**config.mk**
```make
export PLATFORM = sky130hd
export DESIGN_NAME = ex_stage_pipe
export DESIGN_NICKNAME = d
export VERILOG_FILES = /design/src/rtl/ex_stage_pipe.sv
export SDC_FILE = /design/constraint.sdc
export NUM_CORES = 2
export LEC_CHECK = 0
export BUFFER_PORTS_ARGS = -buffer_cell sky130_fd_sc_hd__buf_2
export CORE_MARGIN = 2
export CORE_UTILIZATION = 35
export DETAILED_ROUTE_END_ITERATION = 8
export GPL_ROUTABILITY_DRIVEN = 0
export GPL_TIMING_DRIVEN = 1
export PLACE_DENSITY_LB_ADDON = 0.12
export SETUP_SLACK_MARGIN = 0.1
export SLEW_MARGIN = 10
export SYNTH_ARGS = -nofsm -noshare
export SYNTH_HDL_FRONTEND = slang
export SYNTH_SLANG_ARGS = --single-unit
```
**constraint.sdc**
```tcl
create_clock -name clk -period 3 [get_ports clk]
set_input_delay 0.3 -clock clk [delete_from_list [all_inputs] [get_ports clk]]
set_output_delay 0.3 -clock clk [all_outputs]
set_load 0.1 [all_outputs]
```
**src/rtl/ex_stage_pipe.sv**
```systemverilog
// Registered RV32I/RV64I execute stage: ALU, branch/jump resolution, iterative MUL,
// EX/MEM output register with valid/ready handshakes on both sides.
module ex_stage_pipe #(
  parameter int unsigned XLEN    = 32,
  parameter int unsigned MUL_EN  = 1,
  parameter int unsigned MUL_BPC = 1
) (
  input  logic            clk,
  input  logic            rst_n,
  input  logic            in_valid,
  output logic            in_ready,
  input  logic [31:0]     in_ir,
  input  logic [XLEN-1:0] in_pc,
  input  logic [XLEN-1:0] in_npc,
  input  logic [XLEN-1:0] in_a,
  input  logic [XLEN-1:0] in_b,
  input  logic [XLEN-1:0] in_imm,
  input  logic            flush,
  output logic            out_valid,
  input  logic            out_ready,
  output logic [XLEN-1:0] out_alu,
  output logic [XLEN-1:0] out_store,
  output logic [31:0]     out_ir,
  output logic [XLEN-1:0] out_pc_next,
  output logic [1:0]      out_exc,
  output logic            redirect,
  output logic [XLEN-1:0] redirect_pc,
  output logic            busy
);

  localparam int unsigned SHW     = $clog2(XLEN);
  localparam int unsigned MUL_CYC = XLEN / MUL_BPC;
  localparam int unsigned CW      = $clog2(MUL_CYC + 1);

  localparam logic [1:0] S_IDLE = 2'd0;
  localparam logic [1:0] S_MUL  = 2'd1;
  localparam logic [1:0] S_DONE = 2'd2;

  localparam logic [6:0] OP_LOAD   = 7'b0000011;
  localparam logic [6:0] OP_STORE  = 7'b0100011;
  localparam logic [6:0] OP_IMM    = 7'b0010011;
  localparam logic [6:0] OP_REG    = 7'b0110011;
  localparam logic [6:0] OP_LUI    = 7'b0110111;
  localparam logic [6:0] OP_AUIPC  = 7'b0010111;
  localparam logic [6:0] OP_BRANCH = 7'b1100011;
  localparam logic [6:0] OP_JAL    = 7'b1101111;
  localparam logic [6:0] OP_JALR   = 7'b1100111;

  logic [1:0]      state_q, state_d;
  logic            mul_start, mul_load;
  logic [CW-1:0]   mul_cnt;
  logic [XLEN-1:0] mcand, mplier, acc, acc_step;
  logic [31:0]     m_ir;
  logic [XLEN-1:0] m_npc, m_store;

  logic [6:0]      opcode;
  logic [2:0]      funct3;
  logic [6:0]      funct7;
  logic [XLEN-1:0] alu_b, alu_res, target, jalr_sum, pc_next;
  logic [SHW-1:0]  shamt;
  logic            illegal, is_mul, taken, misalign, redir_c;
  logic            out_free, accept, load_alu;

  assign opcode = in_ir[6:0];
  assign funct3 = in_ir[14:12];
  assign funct7 = in_ir[31:25];

  assign out_free = !out_valid || out_ready;
  assign in_ready = rst_n && !flush && (state_q == S_IDLE) && out_free;
  assign accept   = in_valid && in_ready;
  assign load_alu = accept && !is_mul;
  assign busy     = (state_q == S_MUL);

  // Decode, ALU and control-flow resolution for the instruction at the input.
  always_comb begin
    alu_b    = (opcode == OP_REG) ? in_b : in_imm;
    shamt    = alu_b[SHW-1:0];
    jalr_sum = in_a + in_imm;
    alu_res  = '0;
    target   = '0;
    illegal  = 1'b0;
    is_mul   = 1'b0;
    taken    = 1'b0;
    case (opcode)
      OP_IMM, OP_REG: begin
        case (funct3)
          3'b000:  alu_res = (opcode == OP_REG && funct7[5]) ? in_a - alu_b : in_a + alu_b;
          3'b001:  alu_res = in_a << shamt;
          3'b010:  alu_res = XLEN'($signed(in_a) < $signed(alu_b));
          3'b011:  alu_res = XLEN'(in_a < alu_b);
          3'b100:  alu_res = in_a ^ alu_b;
          3'b101:  alu_res = funct7[5] ? XLEN'($signed(in_a) >>> shamt) : in_a >> shamt;
          3'b110:  alu_res = in_a | alu_b;
          default: alu_res = in_a & alu_b;
        endcase
        if (opcode == OP_REG) begin
          if (funct7 == 7'b0000001) begin
            if (MUL_EN != 0 && funct3 == 3'b000) is_mul = 1'b1;
            else                                 illegal = 1'b1;
          end else if (funct7 != 7'b0000000 &&
                       !(funct7 == 7'b0100000 && (funct3 == 3'b000 || funct3 == 3'b101))) begin
            illegal = 1'b1;
          end
        end else if (funct3 == 3'b001 || funct3 == 3'b101) begin
          // Shift immediates: upper bits must encode SLLI/SRLI/SRAI only.
          if (in_ir[31:26] != 6'b000000 &&
              !(in_ir[31:26] == 6'b010000 && funct3 == 3'b101)) illegal = 1'b1;
          if (XLEN == 32 && in_ir[25]) illegal = 1'b1;
        end
      end
      OP_LOAD, OP_STORE: alu_res = in_a + in_imm;
      OP_LUI:            alu_res = in_imm;
      OP_AUIPC:          alu_res = in_pc + in_imm;
      OP_BRANCH: begin
        target = in_pc + in_imm;
        case (funct3)
          3'b000:  taken = (in_a == in_b);
          3'b001:  taken = (in_a != in_b);
          3'b100:  taken = ($signed(in_a) <  $signed(in_b));
          3'b101:  taken = ($signed(in_a) >= $signed(in_b));
          3'b110:  taken = (in_a <  in_b);
          3'b111:  taken = (in_a >= in_b);
          default: illegal = 1'b1;
        endcase
      end
      OP_JAL: begin
        target  = in_pc + in_imm;
        taken   = 1'b1;
        alu_res = in_npc;
      end
      OP_JALR: begin
        target  = jalr_sum & ~XLEN'(1);
        taken   = 1'b1;
        alu_res = in_npc;
        if (funct3 != 3'b000) illegal = 1'b1;
      end
      default: illegal = 1'b1;
    endcase
    if (illegal) begin
      alu_res = '0;
      taken   = 1'b0;
    end
    misalign = taken && target[1];
    redir_c  = taken && !misalign;
    pc_next  = redir_c ? target : in_npc;
  end

  // Multiplier control state.
  always_ff @(posedge clk or negedge rst_n) begin
    if (!rst_n) state_q <= S_IDLE;
    else        state_q <= state_d;
  end

  always_comb begin
    state_d   = state_q;
    mul_start = 1'b0;
    mul_load  = 1'b0;
    case (state_q)
      S_IDLE: if (accept && is_mul) begin
        state_d   = S_MUL;
        mul_start = 1'b1;
      end
      S_MUL:  if (mul_cnt == CW'(MUL_CYC - 1)) state_d = S_DONE;
      S_DONE: if (out_free) begin
        state_d  = S_IDLE;
        mul_load = 1'b1;
      end
      default: state_d = S_IDLE;
    endcase
    if (flush) begin
      state_d   = S_IDLE;
      mul_start = 1'b0;
      mul_load  = 1'b0;
    end
  end

  // Shift-add step retiring MUL_BPC multiplier bits.
  always_comb begin
    acc_step = acc;
    for (int unsigned i = 0; i < MUL_BPC; i++) begin
      if (mplier[i]) acc_step = acc_step + (mcand << i);
    end
  end

  always_ff @(posedge clk or negedge rst_n) begin
    if (!rst_n) begin
      mcand   <= '0;
      mplier  <= '0;
      acc     <= '0;
      mul_cnt <= '0;
      m_ir    <= '0;
      m_npc   <= '0;
      m_store <= '0;
    end else if (mul_start) begin
      mcand   <= in_a;
      mplier  <= in_b;
      acc     <= '0;
      mul_cnt <= '0;
      m_ir    <= in_ir;
      m_npc   <= in_npc;
      m_store <= in_b;
    end else if (state_q == S_MUL) begin
      acc     <= acc_step;
      mcand   <= mcand << MUL_BPC;
      mplier  <= mplier >> MUL_BPC;
      mul_cnt <= mul_cnt + CW'(1);
    end
  end

  // EX/MEM output register; redirect is only raised on the load edge.
  always_ff @(posedge clk or negedge rst_n) begin
    if (!rst_n) begin
      out_valid   <= 1'b0;
      out_alu     <= '0;
      out_store   <= '0;
      out_ir      <= '0;
      out_pc_next <= '0;
      out_exc     <= '0;
      redirect    <= 1'b0;
      redirect_pc <= '0;
    end else if (flush) begin
      out_valid <= 1'b0;
      redirect  <= 1'b0;
    end else if (load_alu) begin
      out_valid   <= 1'b1;
      out_alu     <= alu_res;
      out_store   <= in_b;
      out_ir      <= in_ir;
      out_pc_next <= pc_next;
      out_exc     <= {misalign, illegal};
      redirect    <= redir_c;
      redirect_pc <= target;
    end else if (mul_load) begin
      out_valid   <= 1'b1;
      out_alu     <= acc;
      out_store   <= m_store;
      out_ir      <= m_ir;
      out_pc_next <= m_npc;
      out_exc     <= '0;
      redirect    <= 1'b0;
    end else begin
      redirect <= 1'b0;
      if (out_ready) out_valid <= 1'b0;
    end
  end

endmodule

```
==> qor.log <==
[sta] final-report max-slew violation count 0
[synthesis] prevailing post-synth register cell dfrtp_1
[clock_network] source-to-sink clock delay at the later pin of the worst-skew pair 0.63 ns
[sta] worst setup slack after layout -0.357 ns
[detailed_routing] Wirelength per Cell 26.6 µm
[detailed_routing] Routed met2 length 71.9 mm
[power] Switching Fraction 42.9%
[worst_setup_path] kind of critical path in -> reg
[detailed_routing] total DRC errors in the routed layout 0
[clock_network] clock sink count 364
[worst_setup_path] worst r2r src mcand[1]
[placement] dpl hpwl 141 mm
[synthesis] Syn Std Cell Area 0.0319 mm²
[floorplan] die width 306 µm
[detailed_routing] Met1 Routed Length 73.7 mm
[floorplan] total number of placement rows 110
[power] combinational share of power 45.2%
[worst_hold_path] path type of the worst min-delay path in -> reg
[sta] summed negative setup slack over all endpoints -13.83 ns
[detailed_routing] Met3 Routed Length 19.5 mm
[final_layout] most common cell after layout, fill and taps aside buf_4
[worst_setup_path] Worst Path Required 3.49 ns
[sta] unrepaired setup endpoints after global routing true
[clock_network] clock-pin slew on the worst setup and hold paths 0.06 ns
[detailed_routing] DRT iter0 DRCs 4259
[power] clock share of power 28.4%
[detailed_routing] remaining number of nets flagged by the antenna check after routing 0
[sta] part of the cycle the worst path needs 112%
[sta] Final setup violation count 54
[detailed_routing] top sig layer met5
[worst_hold_path] start point of the worst min-delay path in_b[7]
[power] Internal Pwr Total 0.0122 W
[power] Worst IR Drop VDD 353 µV
[final_layout] final std cells w/o fill 6721
[placement] worst setup timing slack at the placement stage -1.28 ns
[sta] maximum frequency from static timing analysis 0.298 GHz
[placement] count of buffers inserted at the top-level ports 362
[final_layout] share of layout cells above drive strength 1 35.7%
[synthesis] Avg Cell Area, Syn 7.70 µm²
[placement] # placed instances 6500
[final_layout] commonest cells after routing, fill and taps aside buf_4 (1045), nand2_1 (743), nor2_1 (365)
[global_route] overflow left after global routing 0
[synthesis] synthesized instance count 4151
[power] leak pwr 23.3 nW
[detailed_routing] overall routed net length 179 mm
[final_layout] final standard cell area without fillers 0.0481 mm²
[worst_setup_path] type of destination of the critical path register
[worst_setup_path] path depth of the worst reg2reg path 14
[synthesis] Unique masters post-synth 117
[synthesis] total number of yosys warnings 0
[floorplan] Die Y 306 µm
[clock_network] Max clock buf depth 3
[clock_network] clock tree from TritonCTS done
[floorplan] initial cell density of the core 35.4%
[worst_setup_path] startpoint of the worst setup timing path in_b[20]
[floorplan] I/O pin cnt 363
[global_route] vias in the first global route 37.4k
[worst_setup_path] type of element launching the critical path primary input
[sta] Final Hold Viols 0
[clock_network] Inserted Clock Buffers 46
[clock_network] Clock Tree Root clkbuf_16
[sta] time the worst path needs with I/O delays and setup 3.36 ns
[worst_setup_path] Critical Path Sink out_pc_next[6]
[flow_run] max-cap violation count 0
[floorplan] area of the core region 0.0903 mm²
[final_layout] post-layout net count 5922
[global_route] number of antenna violations at the first check in global routing 9
[synthesis] number of synthesized register bits 364
[run_status] violations in the final reports setup timing
[sta] slew margin rel. 30.8%
[detailed_routing] detailed-routing iteration count for the pre-antenna-repair pass 6
[global_route] global-route wire length before repair 255 mm
[synthesis] number of enable-type register cells in the synthesized netlist 0
[synthesis] async set or reset register ratio after synthesis 100%
[detailed_routing] number of vias after detailed routing 39.2k
[placement] standard cell area after detailed placement 0.0432 mm²
[synthesis] sequential-to-total area share from yosys stat 28.5%
[worst_setup_path] worst flop-to-flop path endpoint acc[31]
[global_route] global routing usage summed across all routing layers 36.7%
[sta] clock skew after layout 0.0434 ns
[clock_network] maximum level of the CTS H-tree 2
[run_status] outcome complete, but fails checks
[power] net switching power 0.00917 W
[global_route] largest net degree at the start of global routing 148
[power] power share of the sequential group 26.4%
[worst_setup_path] worst-path fanout max 5
[floorplan] die area 0.0937 mm²
[final_layout] synthesis-to-finish area growth 50.6%
[worst_setup_path] data arrival at the endpoint of the critical path 3.85 ns
[synthesis] net count of the mapped netlist 4569
[power] power density over the cells 444 mW/mm²
[worst_setup_path] Reg2Reg Setup Slack -0.13 ns
[detailed_routing] via density per instance 5.83
[sta] Tightest Pin Transition 1.04 ns
-- synth_stat cells, types with 26 or more instances --
master / number / area (µm²)
nand2_1: 749 / 2810
nor2_1: 389 / 1460
dfrtp_1: 364 / 9110
a21oi_1: 326 / 1630
o21ai_0: 219 / 1100
ha_1: 217 / 2720
clkbuf_1: 197 / 739
inv_1: 148 / 556
mux2i_1: 140 / 1400
a31oi_1: 108 / 676
nand3_1: 102 / 510
a21o_1: 82 / 616
a211oi_1: 80 / 601
xnor2_1: 79 / 692
nor3_1: 61 / 305
o22ai_1: 58 / 363
a22oi_1: 46 / 345
xor2_1: 46 / 403
o211ai_1: 45 / 338
buf_2: 41 / 205
nand2b_1: 39 / 244
nand4_1: 32 / 200
o21bai_1: 31 / 233
a221oi_1: 28 / 245
and2_1: 27 / 169
mux2_2: 26 / 293
-- worst max-delay path: stages --
cell and delay, ns:
buf_2 0.15, clkinvlp_4 0.22, ha_1 0.39, nand4_1 0.18
nor4_4 0.34, buf_4 0.21, o21ai_2 0.06, a31oi_1 0.16
buf_4 0.19, a211oi_1 0.06, buf_4 0.15, mux2i_2 0.23
a21oi_2 0.10, a31o_4 0.28, nand3b_1 0.18, buf_6 0.15
buf_16 0.13, buf_12 0.12, mux2i_1 0.17, a21oi_1 0.08
-- per-stage QoR --
stage	utilization, %	total power (W)	hold WS, ns
final	53.3	0.0213	0.0350
after global placement	47.9	0.0145	0.444
after global routing	53.3	0.0221	0.0575
after detailed placement	47.9	0.0145	0.450
after CTS	51.8	0.0210	0.0120
after floorplan	-	0.0111	0.00441
-- cells by family after synthesis --
| group | count (synthesis) | share of synthesized area, % |
|---|---|---|
| adders and majority gates | 221 | 8.75 |
| buffers and inverters | 429 | 5.42 |
| muxes | 170 | 5.59 |
| AOI/OAI and AO/OA | 1314 | 27.4 |
| DFF | 364 | 28.5 |
| and+or+nand+nor | 1528 | 21.0 |
| xor gates and xnor gates | 125 | 3.43 |
-- timing repair --
item,4_1_cts,5_1_grt
hold endpoints to repair,131,0
hold buffers,63,0
cloned,2,1
pin swaps,116,141
setup buffers,50,20
endpoints found under the setup margin,75,83
resized for setup,182,254
-- layout make-up --
class                      count  area (µm²)
tap                         1176        1470
antenna                        6        15.0
sequential                   364        9110
multi-input combinational   3358       23100
timing repair buffer        1575       12100
fill                        8742       42200
inverter                     159         638
clock inverter                25         383
clock buffer                  58        1260
-- flip-flops by register name, indices dropped and copies added, names as in the netlist --
register	cells
out_ir	32
out_exc	2
out_valid	1
out_alu	32
redirect	1
out_pc_next	32
mcand	32
redirect_pc	32
mplier	32
out_store	32
mul_cnt	6
state_q	2
acc	32
m_ir	32
m_store	32
m_npc	32
-- per-layer routing --
metal / vias to the layer above / track usage, %
met4: 8 / 21.8
met3: 529 / 10.0
met2: 2210 / 52.8
met5: - / 0
met1: 18700 / 48.9
li1: 17700 / -
-- worst min path at each step --
stage / to / slack, ns / depth (start not counted)
after global placement: m_npc[29] / 0.44 / 2
final: m_store[7] / 0.04 / 4
after detailed placement: m_npc[29] / 0.45 / 2
after global routing: m_store[7] / 0.06 / 4
after floorplan: acc[0] / 0.004 / 0
after CTS: m_store[7] / 0.01 / 4
-- power by group through the flow --
| stage | Sequential, W | Combinational (W) | Clock (W) |
|---|---|---|---|
| floorplan | 0.00818 | 0.00291 | 0 |
| CTS | 0.00563 | 0.00917 | 0.00619 |
| detailed placement | 0.00571 | 0.00884 | 0 |
| global route | 0.00567 | 0.0101 | 0.00637 |
| global placement | 0.00570 | 0.00880 | 0 |
| finish | 0.00563 | 0.00965 | 0.00607 |
(Power assumes the default switching activity.)
